`config.mk`:
```
export PLATFORM = sky130hd
export DESIGN_NAME = addsub_job_scheduler_flat
export DESIGN_NICKNAME = d
export VERILOG_FILES = /design/src/rtl/addsub_job_scheduler_pkg.sv /design/src/rtl/addsub_job_scheduler_if.sv /design/src/rtl/addsub_job_scheduler_unit.sv /design/src/rtl/addsub_job_scheduler.sv /design/src/flat_wrapper.sv
export SDC_FILE = /design/constraint.sdc
export NUM_CORES = 1
export LEC_CHECK = 0
export CORE_MARGIN = 3
export CORE_UTILIZATION = 35
export CTS_BUF_LIST = sky130_fd_sc_hd__clkbuf_2
export CTS_CLUSTER_SIZE = 28
export DETAILED_ROUTE_END_ITERATION = 8
export PLACE_DENSITY_LB_ADDON = 0.2
export SYNTH_ARGS = -nofsm -noshare
export SYNTH_HDL_FRONTEND = slang
export SYNTH_HIERARCHICAL = 1
export SYNTH_SLANG_ARGS = --single-unit
export TNS_END_PERCENT = 20
```
`constraint.sdc`:
```
create_clock -name clock -period 5.9 [get_ports clock]
set_input_delay 0.59 -clock clock [delete_from_list [all_inputs] [get_ports clock]]
set_output_delay 0.59 -clock clock [all_outputs]
set_load 0.01 [all_outputs]
```
`src/rtl/addsub_job_scheduler_pkg.sv`:
```
// Shared definitions for the add/sub job scheduler: FSM states, modes and
// the per-mode step-operation table.
package addsub_sched_pkg;

    typedef enum logic [2:0] {
        IDLE = 3'd0,
        S_B  = 3'd1,
        S_C  = 3'd2,
        S_D  = 3'd3,
        DONE = 3'd4
    } state_t;

    localparam logic MODE_ADD = 1'b0;  // A + B + C - D
    localparam logic MODE_SUB = 1'b1;  // A - B - C + D

    localparam logic OP_ADD = 1'b0;
    localparam logic OP_SUB = 1'b1;

    // Indexed by mode; bit 0/1/2 is the operation applied with B/C/D.
    localparam logic [1:0][2:0] OP_SEQ = {
        {OP_ADD, OP_SUB, OP_SUB},
        {OP_SUB, OP_ADD, OP_ADD}
    };

    function automatic logic step_op(input logic mode, input state_t st);
        case (st)
            S_B:     return OP_SEQ[mode][0];
            S_C:     return OP_SEQ[mode][1];
            S_D:     return OP_SEQ[mode][2];
            default: return OP_ADD;
        endcase
    endfunction

endpackage

```
`src/rtl/addsub_job_scheduler_if.sv`:
```
// Requester, result and status signals of the add/sub job scheduler.
// master = requesters/consumer side, slave = the scheduler.
interface addsub_job_scheduler_if #(
    parameter int WIDTH = 8
);

    logic               req0;
    logic [4*WIDTH-1:0] opnd0;
    logic               mode0;
    logic               ack0;

    logic               req1;
    logic [4*WIDTH-1:0] opnd1;
    logic               mode1;
    logic               ack1;

    logic               res_valid;
    logic               res_ready;
    logic [WIDTH-1:0]   result;
    logic               res_id;
    logic               ovf;
    logic               busy;

    modport master (
        output req0, opnd0, mode0,
        output req1, opnd1, mode1,
        output res_ready,
        input  ack0, ack1,
        input  res_valid, result, res_id, ovf, busy
    );

    modport slave (
        input  req0, opnd0, mode0,
        input  req1, opnd1, mode1,
        input  res_ready,
        output ack0, ack1,
        output res_valid, result, res_id, ovf, busy
    );

endinterface

```
`src/rtl/addsub_job_scheduler_unit.sv`:
```
// The single shared WIDTH-bit adder/subtractor; cout_borrow is the carry-out
// on add and the borrow on subtract.
module addsub_unit #(
    parameter int WIDTH = 8
) (
    input  logic [WIDTH-1:0] a,
    input  logic [WIDTH-1:0] b,
    input  logic             sub,
    output logic [WIDTH-1:0] sum,
    output logic             cout_borrow
);

    logic [WIDTH:0] wide;

    // A zero-extended subtract leaves the borrow in the top bit.
    always_comb begin
        if (sub) begin
            wide = {1'b0, a} - {1'b0, b};
        end else begin
            wide = {1'b0, a} + {1'b0, b};
        end
    end

    assign sum         = wide[WIDTH-1:0];
    assign cout_borrow = wide[WIDTH];

endmodule

```
`src/rtl/addsub_job_scheduler.sv`:
```
// Round-robin scheduler for two requesters sharing one add/sub unit; each job
// is A op B op C op D over three steps, returned through a valid/ready port.
module addsub_job_scheduler
    import addsub_sched_pkg::*;
#(
    parameter int WIDTH = 8
) (
    input logic                  clock,
    input logic                  reset,
    addsub_job_scheduler_if.slave bus
);

    state_t state_q, state_d;

    logic               grant;
    logic               grant_id;
    logic [4*WIDTH-1:0] sel_opnd;
    logic               sel_mode;

    logic [WIDTH-1:0]   acc_q;
    logic [WIDTH-1:0]   b_q, c_q, d_q;
    logic               mode_q;
    logic               id_q;
    logic               ovf_acc_q;
    logic               last_grant_q;

    logic               ack0_q, ack1_q;
    logic               res_valid_q;
    logic [WIDTH-1:0]   result_q;
    logic               res_id_q;
    logic               ovf_q;

    logic [WIDTH-1:0]   operand;
    logic               step_sub;
    logic [WIDTH-1:0]   step_sum;
    logic               step_cout;

    // NOTE: every signal assigned here gets a default first so no path can
    // leave it unassigned and infer a latch.
    always_comb begin
        state_d  = state_q;
        grant    = 1'b0;
        grant_id = 1'b0;
        operand  = b_q;
        case (state_q)
            IDLE: begin
                if (bus.req0 && bus.req1) begin
                    grant    = 1'b1;
                    grant_id = ~last_grant_q;
                end else if (bus.req0) begin
                    grant    = 1'b1;
                    grant_id = 1'b0;
                end else if (bus.req1) begin
                    grant    = 1'b1;
                    grant_id = 1'b1;
                end
                if (grant) begin
                    state_d = S_B;
                end
            end
            S_B: begin
                operand = b_q;
                state_d = S_C;
            end
            S_C: begin
                operand = c_q;
                state_d = S_D;
            end
            S_D: begin
                operand = d_q;
                state_d = DONE;
            end
            DONE: begin
                if (res_valid_q && bus.res_ready) begin
                    state_d = IDLE;
                end
            end
            default: state_d = IDLE;
        endcase
    end

    assign step_sub = step_op(mode_q, state_q);
    assign sel_opnd = grant_id ? bus.opnd1 : bus.opnd0;
    assign sel_mode = grant_id ? bus.mode1 : bus.mode0;

    addsub_unit #(.WIDTH(WIDTH)) u_addsub (
        .a           (acc_q),
        .b           (operand),
        .sub         (step_sub),
        .sum         (step_sum),
        .cout_borrow (step_cout)
    );

    // NOTE: sequential state uses non-blocking assignments so every register
    // samples pre-edge values regardless of statement order.
    always_ff @(posedge clock or negedge reset) begin
        if (!reset) begin
            state_q <= IDLE;
        end else begin
            state_q <= state_d;
        end
    end

    always_ff @(posedge clock or negedge reset) begin
        if (!reset) begin
            acc_q        <= '0;
            b_q          <= '0;
            c_q          <= '0;
            d_q          <= '0;
            mode_q       <= MODE_ADD;
            id_q         <= 1'b0;
            ovf_acc_q    <= 1'b0;
            last_grant_q <= 1'b1;
            ack0_q       <= 1'b0;
            ack1_q       <= 1'b0;
            res_valid_q  <= 1'b0;
            result_q     <= '0;
            res_id_q     <= 1'b0;
            ovf_q        <= 1'b0;
        end else begin
            ack0_q <= grant && !grant_id;
            ack1_q <= grant && grant_id;
            if (grant) begin
                acc_q        <= sel_opnd[4*WIDTH-1 -: WIDTH];
                b_q          <= sel_opnd[3*WIDTH-1 -: WIDTH];
                c_q          <= sel_opnd[2*WIDTH-1 -: WIDTH];
                d_q          <= sel_opnd[WIDTH-1:0];
                mode_q       <= sel_mode;
                id_q         <= grant_id;
                ovf_acc_q    <= 1'b0;
                last_grant_q <= grant_id;
            end else if (state_q == S_B || state_q == S_C) begin
                acc_q     <= step_sum;
                ovf_acc_q <= ovf_acc_q | step_cout;
            end else if (state_q == S_D) begin
                result_q    <= step_sum;
                ovf_q       <= ovf_acc_q | step_cout;
                res_id_q    <= id_q;
                res_valid_q <= 1'b1;
            end else if (state_q == DONE && res_valid_q && bus.res_ready) begin
                res_valid_q <= 1'b0;
            end
        end
    end

    assign bus.ack0      = ack0_q;
    assign bus.ack1      = ack1_q;
    assign bus.res_valid = res_valid_q;
    assign bus.result    = result_q;
    assign bus.res_id    = res_id_q;
    assign bus.ovf       = ovf_q;
    assign bus.busy      = (state_q != IDLE);

endmodule

```
`src/flat_wrapper.sv`:
```
// flat-port wrapper written by rule: the top's interface ports become plain ports
module addsub_job_scheduler_flat import addsub_sched_pkg::*;
#(
    parameter int WIDTH = 8
)
  (clock, reset, bus_req0, bus_opnd0, bus_mode0, bus_req1, bus_opnd1, bus_mode1, bus_res_ready, bus_ack0, bus_ack1, bus_res_valid, bus_result, bus_res_id, bus_ovf, bus_busy);
  addsub_job_scheduler_if #(.WIDTH(WIDTH)) bus_i ();
  input logic clock;
  input logic reset;
  input wire logic [$bits(bus_i.req0)-1:0] bus_req0;
  input wire logic [$bits(bus_i.opnd0)-1:0] bus_opnd0;
  input wire logic [$bits(bus_i.mode0)-1:0] bus_mode0;
  input wire logic [$bits(bus_i.req1)-1:0] bus_req1;
  input wire logic [$bits(bus_i.opnd1)-1:0] bus_opnd1;
  input wire logic [$bits(bus_i.mode1)-1:0] bus_mode1;
  input wire logic [$bits(bus_i.res_ready)-1:0] bus_res_ready;
  output wire logic [$bits(bus_i.ack0)-1:0] bus_ack0;
  output wire logic [$bits(bus_i.ack1)-1:0] bus_ack1;
  output wire logic [$bits(bus_i.res_valid)-1:0] bus_res_valid;
  output wire logic [$bits(bus_i.result)-1:0] bus_result;
  output wire logic [$bits(bus_i.res_id)-1:0] bus_res_id;
  output wire logic [$bits(bus_i.ovf)-1:0] bus_ovf;
  output wire logic [$bits(bus_i.busy)-1:0] bus_busy;
  assign bus_i.req0 = bus_req0;
  assign bus_i.opnd0 = bus_opnd0;
  assign bus_i.mode0 = bus_mode0;
  assign bus_i.req1 = bus_req1;
  assign bus_i.opnd1 = bus_opnd1;
  assign bus_i.mode1 = bus_mode1;
  assign bus_i.res_ready = bus_res_ready;
  assign bus_ack0 = bus_i.ack0;
  assign bus_ack1 = bus_i.ack1;
  assign bus_res_valid = bus_i.res_valid;
  assign bus_result = bus_i.result;
  assign bus_res_id = bus_i.res_id;
  assign bus_ovf = bus_i.ovf;
  assign bus_busy = bus_i.busy;
  addsub_job_scheduler #(.WIDTH(WIDTH)) u_core (.clock(clock), .reset(reset), .bus(bus_i));
endmodule
```
# Word-level counts from Yosys, hierarchy flattened
# Index checks and enable logic that the tools add are counted.
# W data, S select, Z words.
# totals
reg_bits	52
output_inout_bits	14
# op_classes
addsub	2
n_lt_le_gt_ge	1
n_eq_ne	6
mux	24
bitwise_logic	4
reduce_logical	15
# op_table
cell	count
$mux W32	1
$mux W8	2
$pmux W8 S2	1
$pmux W3 S5	1
$mux W1	13
$mux W3	4
$add A8 B8 Y9	1
$mux W9	1
$sub A8 B8 Y9	1
$eq A3 B2 Y1 const B	2
$logic_and A1 B1 Y1	6
$reduce_and A3 Y1	2
$ne A2 B1 Y1 const B	2
$reduce_bool A2 Y1	2
$eq A3 B1 Y1 const B	1
$eq A3 B3 Y1 const B	1
$logic_not A3 Y1	1
$not A1 Y1	3
$pmux W1 S3	1
$reduce_bool A3 Y1	1
$lt A1 B2 Y1 const B	1
$reduce_and A2 Y1	1
$logic_not A1 Y1	1
$logic_or A1 B1 Y1	1
$or A1 B1 Y1	1

# Longest topological paths before layout
# depth
depth_word	7
mapped_depth	18
depth_no_buf	16

# Hierarchy
# Netlist, hierarchy kept.
# by_module_without_submodules
mod	n_inst	cells_each	area_per_inst_um2	seq_area_each_um2
addsub_job_scheduler	1	247	2472.4	1302.5
addsub_unit	1	72	538.0	0.0

# Worst setup path after synthesis
# No wires, ideal clock.
# synth_path
path_kind	register to register
from	register u_core.state_q[2]
to	register u_core.acc_q[6]
arrival_ns	3.221
required_time_ns	5.822
slack_ns	2.602
stages_incl_launch_ff	18
path_buffers	2
synth_period_minus_slack_ns	3.298
cell_sequence	dfrtp_1 > buf_2 > nand2b_1 > clkbuf_1 > nand2_1 > o21ai_0 > inv_1 > ha_1 > mux2_2 > fa_1 > nor2b_4 > o2111ai_2 > nand3b_1 > xor2_1 > inv_1 > a21oi_1 > o22ai_1 > a21oi_1
# synth_via
elab_chain_cells	6
elab_cells_between_ends	16
cone_classes	add/sub: 2; eq/ne: 3; mux: 8; reduce/logical: 3
# synth_lines
item	line_no	source
start, declared	addsub_job_scheduler.sv:13	state_t state_q, state_d;
start signal, assigned	addsub_job_scheduler.sv:100	state_q <= state_d;
$eq A3 B2 Y1	addsub_job_scheduler.sv:45	case (state_q)
$pmux W8 S2 *	addsub_job_scheduler.sv:45	
named net u_core.operand[0]	addsub_job_scheduler.sv:33	logic [WIDTH-1:0] operand;
$add A8 B8 Y9 / $sub A8 B8 Y9 (equally long branches)	addsub_job_scheduler_unit.sv:20, addsub_job_scheduler_unit.sv:18	
$mux W9 *	addsub_job_scheduler_unit.sv:17	if (sub) begin
named net u_core.step_sum[6]	addsub_job_scheduler.sv:35	logic [WIDTH-1:0] step_sum;
$mux W8 *	addsub_job_scheduler.sv:132	end else if (state_q == S_B || state_q == S_C) begin
$mux W8 *	addsub_job_scheduler.sv:123	if (grant) begin
end signal, assigned	addsub_job_scheduler.sv:124	acc_q <= sel_opnd[4*WIDTH-1 -: WIDTH];
end signal, assigned	addsub_job_scheduler.sv:133	acc_q <= step_sum;
end, declared	addsub_job_scheduler.sv:20	logic [WIDTH-1:0] acc_q;
# The timed path passes the listed nets; every way through them passes the cells marked *. The select of a mux whose other input is x is not followed.
# A chain may end at the register's enable or synchronous reset.

# Worst setup path after layout
# layout_path
from	register u_core.state_q[1]
to	register u_core.acc_q[7]
# layout_via
elab_cells_between_ends	16
cone_classes	add/sub: 2; eq/ne: 3; mux: 8; reduce/logical: 3
# layout_lines
item	line_no	source
$eq A3 B2 Y1 / $eq A3 B1 Y1 (equally long branches)	addsub_job_scheduler_pkg.sv:26	case (st)
$pmux W1 S3 *	addsub_job_scheduler_pkg.sv:26	
named net u_core.step_sub	addsub_job_scheduler.sv:34	logic step_sub;
$mux W9 *	addsub_job_scheduler_unit.sv:17	
named net u_core.step_sum[7]	addsub_job_scheduler.sv:35	
$mux W8 *	addsub_job_scheduler.sv:132	
$mux W8 *	addsub_job_scheduler.sv:123	
# Marked as above.

==> run metrics <==
status=completed; DP HPWL=between 5000 and 6000 microns; maximum clock path buffer count=2; library cells used by synthesis=43; CP Max Fanout=21; # port buffers=84; DR vias/cell=5.300; RSZ-0062 raised after global routing=no; Total GRT Usage=0.1588; Core Util, Final=0.4717; Least-Margin Pin Slew=1157 ps; Final #Nets=between 400 and 500; Clock H-tree levels=2; synth warn=6; Worst Hold Class=input pin to asynchronous set/reset pin; cts hold-fix bufs=0; setup bufs post-CTS=0; vias in the first global route=2582; worst skew pair latency=420 ps; f_max=247.0 MHz; GP Congestion=between 0.8 and 0.9; Max Clock Skew=between 10 and 15 ps; Seq/Total Area, Yosys=0.4327; Syn-to-layout area delta=30.05%; Remaining Overflow, GRT=0; fin crit share=0.6862; most frequent cells in the layout=clkdlybuf4s50_1, dfrtp_1, inv_1, a222oi_1, a21oi_1; Vias=2634; largest net degree at the start of global routing=53; Reg2Reg Depth=13; antenna cells=0; endpoint type of the worst setup path=flop; TritonCTS clock tree=built; filler cell count=between 800 and 900; crit path DAT=4420 ps; row count=33; Async S/R FF share, synth=1.000; max cap viols=0; Root Driver=clkbuf_2; post-cts sizing count=0; DRT iter0 DRCs=about 170; Die ar.=9750 sq um; clk slew on worst S/H paths=250 ps; post-layout min period=4048 ps; DR WL/cell=roughly 15 microns; CP Launch Type=flop; final wirelength=7648 microns; Die H=approximately 99 microns; first-pass GRT wire length=approximately 13000 microns; Core ar.=8299 sq um; final hold vios=0; most common cell after layout, fill and taps aside=clkdlybuf4s50_1; Mapped Cells=319; die width=~99 microns; initial antenna violation count=0; Synth Register Bits=52; number of synthesized flops with an enable pin=0; layout cells sized above 1=0.05867; I/O pin count=85; setup TNS=0 ps; TritonCTS Buffers=5; Slew headroom=0.2243; post-route ant nets=0; Netlist Area Pre-Place=3010 sq um; residual DRC count=0; final setup fails=0; Critical Path RT=6270 ps; clock tree sinks=52; 1st-pass router iterations=6; ys flop type=dfrtp_1; Avg Cell Area, Syn=9.437 sq um; post-synthesis net count=400; Starting Density=0.3627; Final Max Slew Viols=0; Setup CP Type=flop to flop
==> kinds of logic after synthesis <==
kind of cell,Yosys count,share of synthesized area
mux,11,0.03741
fa+ha+maj,10,0.04406
simple gates,65,0.1097
xor+xnor,12,0.03492
buf+inv,66,0.09559
compound gates,103,0.2456
flops,52,0.4327
==> critical path: stages, from the launching register on <==
cell	delay, ps
dfrtp_1	770
nand3b_1	610
o21ai_1	630
nor2_1	130
xnor2_1	170
ha_1	390
a21o_1	190
a21oi_1	230
a21oi_1	110
nor3_1	290
inv_1	90
a21oi_1	150
o22ai_1	90
a21oi_1	160
==> registers in the layout, indices dropped and copies added, names as in the netlist, 3 cells and up <==
name and count:
u_core/d_q 8, u_core/acc_q 8, u_core/b_q 8, u_core/state_q 3
u_core/bus.result 8, u_core/c_q 8
==> layout make-up <==
| cell class | count | area [sq um] | area share |
|---|---|---|---|
| well taps | 105 | 131.4 | 0.03356 |
| inverters | 45 | 168.9 | 0.04314 |
| clock buffers | 6 | 30.03 | 0.007670 |
| clock inverters | 2 | 11.26 | 0.002876 |
| repair buffers | 86 | 850.8 | 0.2173 |
| flip-flops and latches | 52 | 1303 | 0.3327 |
| multi-input cells | 201 | 1420 | 0.3627 |
==> layer usage <==
metal / track usage / routed length [microns] / vias to the layer above
met3: 0.03043 / 524 / 8
met2: 0.2433 / 3436 / 102
met1: 0.2318 / 3596 / 1225
li1: - / - / 1299
met5: 0 / 0 / -
met4: 0.03887 / 91 / 0
==> cells in the mapped netlist, drive strengths merged, types with 2 or more instances <==
library cell	number	area share
a211oi	2	0.0050
a21o	4	0.010
a21oi	24	0.040
a221oi	8	0.023
a222oi	25	0.083
a31oi	2	0.0042
and3	2	0.0042
buf	14	0.031
clkbuf	7	0.0087
dfrtp	51	0.42
ha	9	0.037
inv	45	0.056
mux2	2	0.0075
mux2i	9	0.030
nand2	23	0.029
nand2b	4	0.0083
nand3b	3	0.0075
nor2	19	0.025
nor2b	3	0.0087
nor3	9	0.022
o2111ai	2	0.0079
o21a	2	0.0050
o21ai	23	0.039
o22ai	8	0.017
xnor2	9	0.026
xor2	3	0.0087
==> final timing paths <==
| path | from | to | slack (ps) |
|---|---|---|---|
| max | u_core/state_q[1] | u_core/acc_q[7] | 1850 |
| min | reset | u_core/bus.result[3] | 330 |
| max reg2reg | u_core/state_q[1] | u_core/acc_q[7] | 1850 |
| min reg2reg | u_core/id_q | u_core/id_q | 520 |
| max in group asynchronous | reset | u_core/acc_q[4] | 4850 |
| min in group clock | u_core/id_q | u_core/id_q | 520 |
==> metrics by stage <==
stage	worst slack (ps)	area, sq um	hold WS, ps	cells
6_report	1852	3915	334.1	497
5_1_grt	1415	3915	411.2	497
4_1_cts	1885	3915	371.8	497
3_5_place_dp	1951	3874	472.1	489
3_3_place_gp	1976	3874	466.0	489
2_1_floorplan	2602	3010	294.4	319
Power is left out: the tool's default activity adds up to more than one toggle a clock period on the data nets, which glitch-free logic cannot reach.
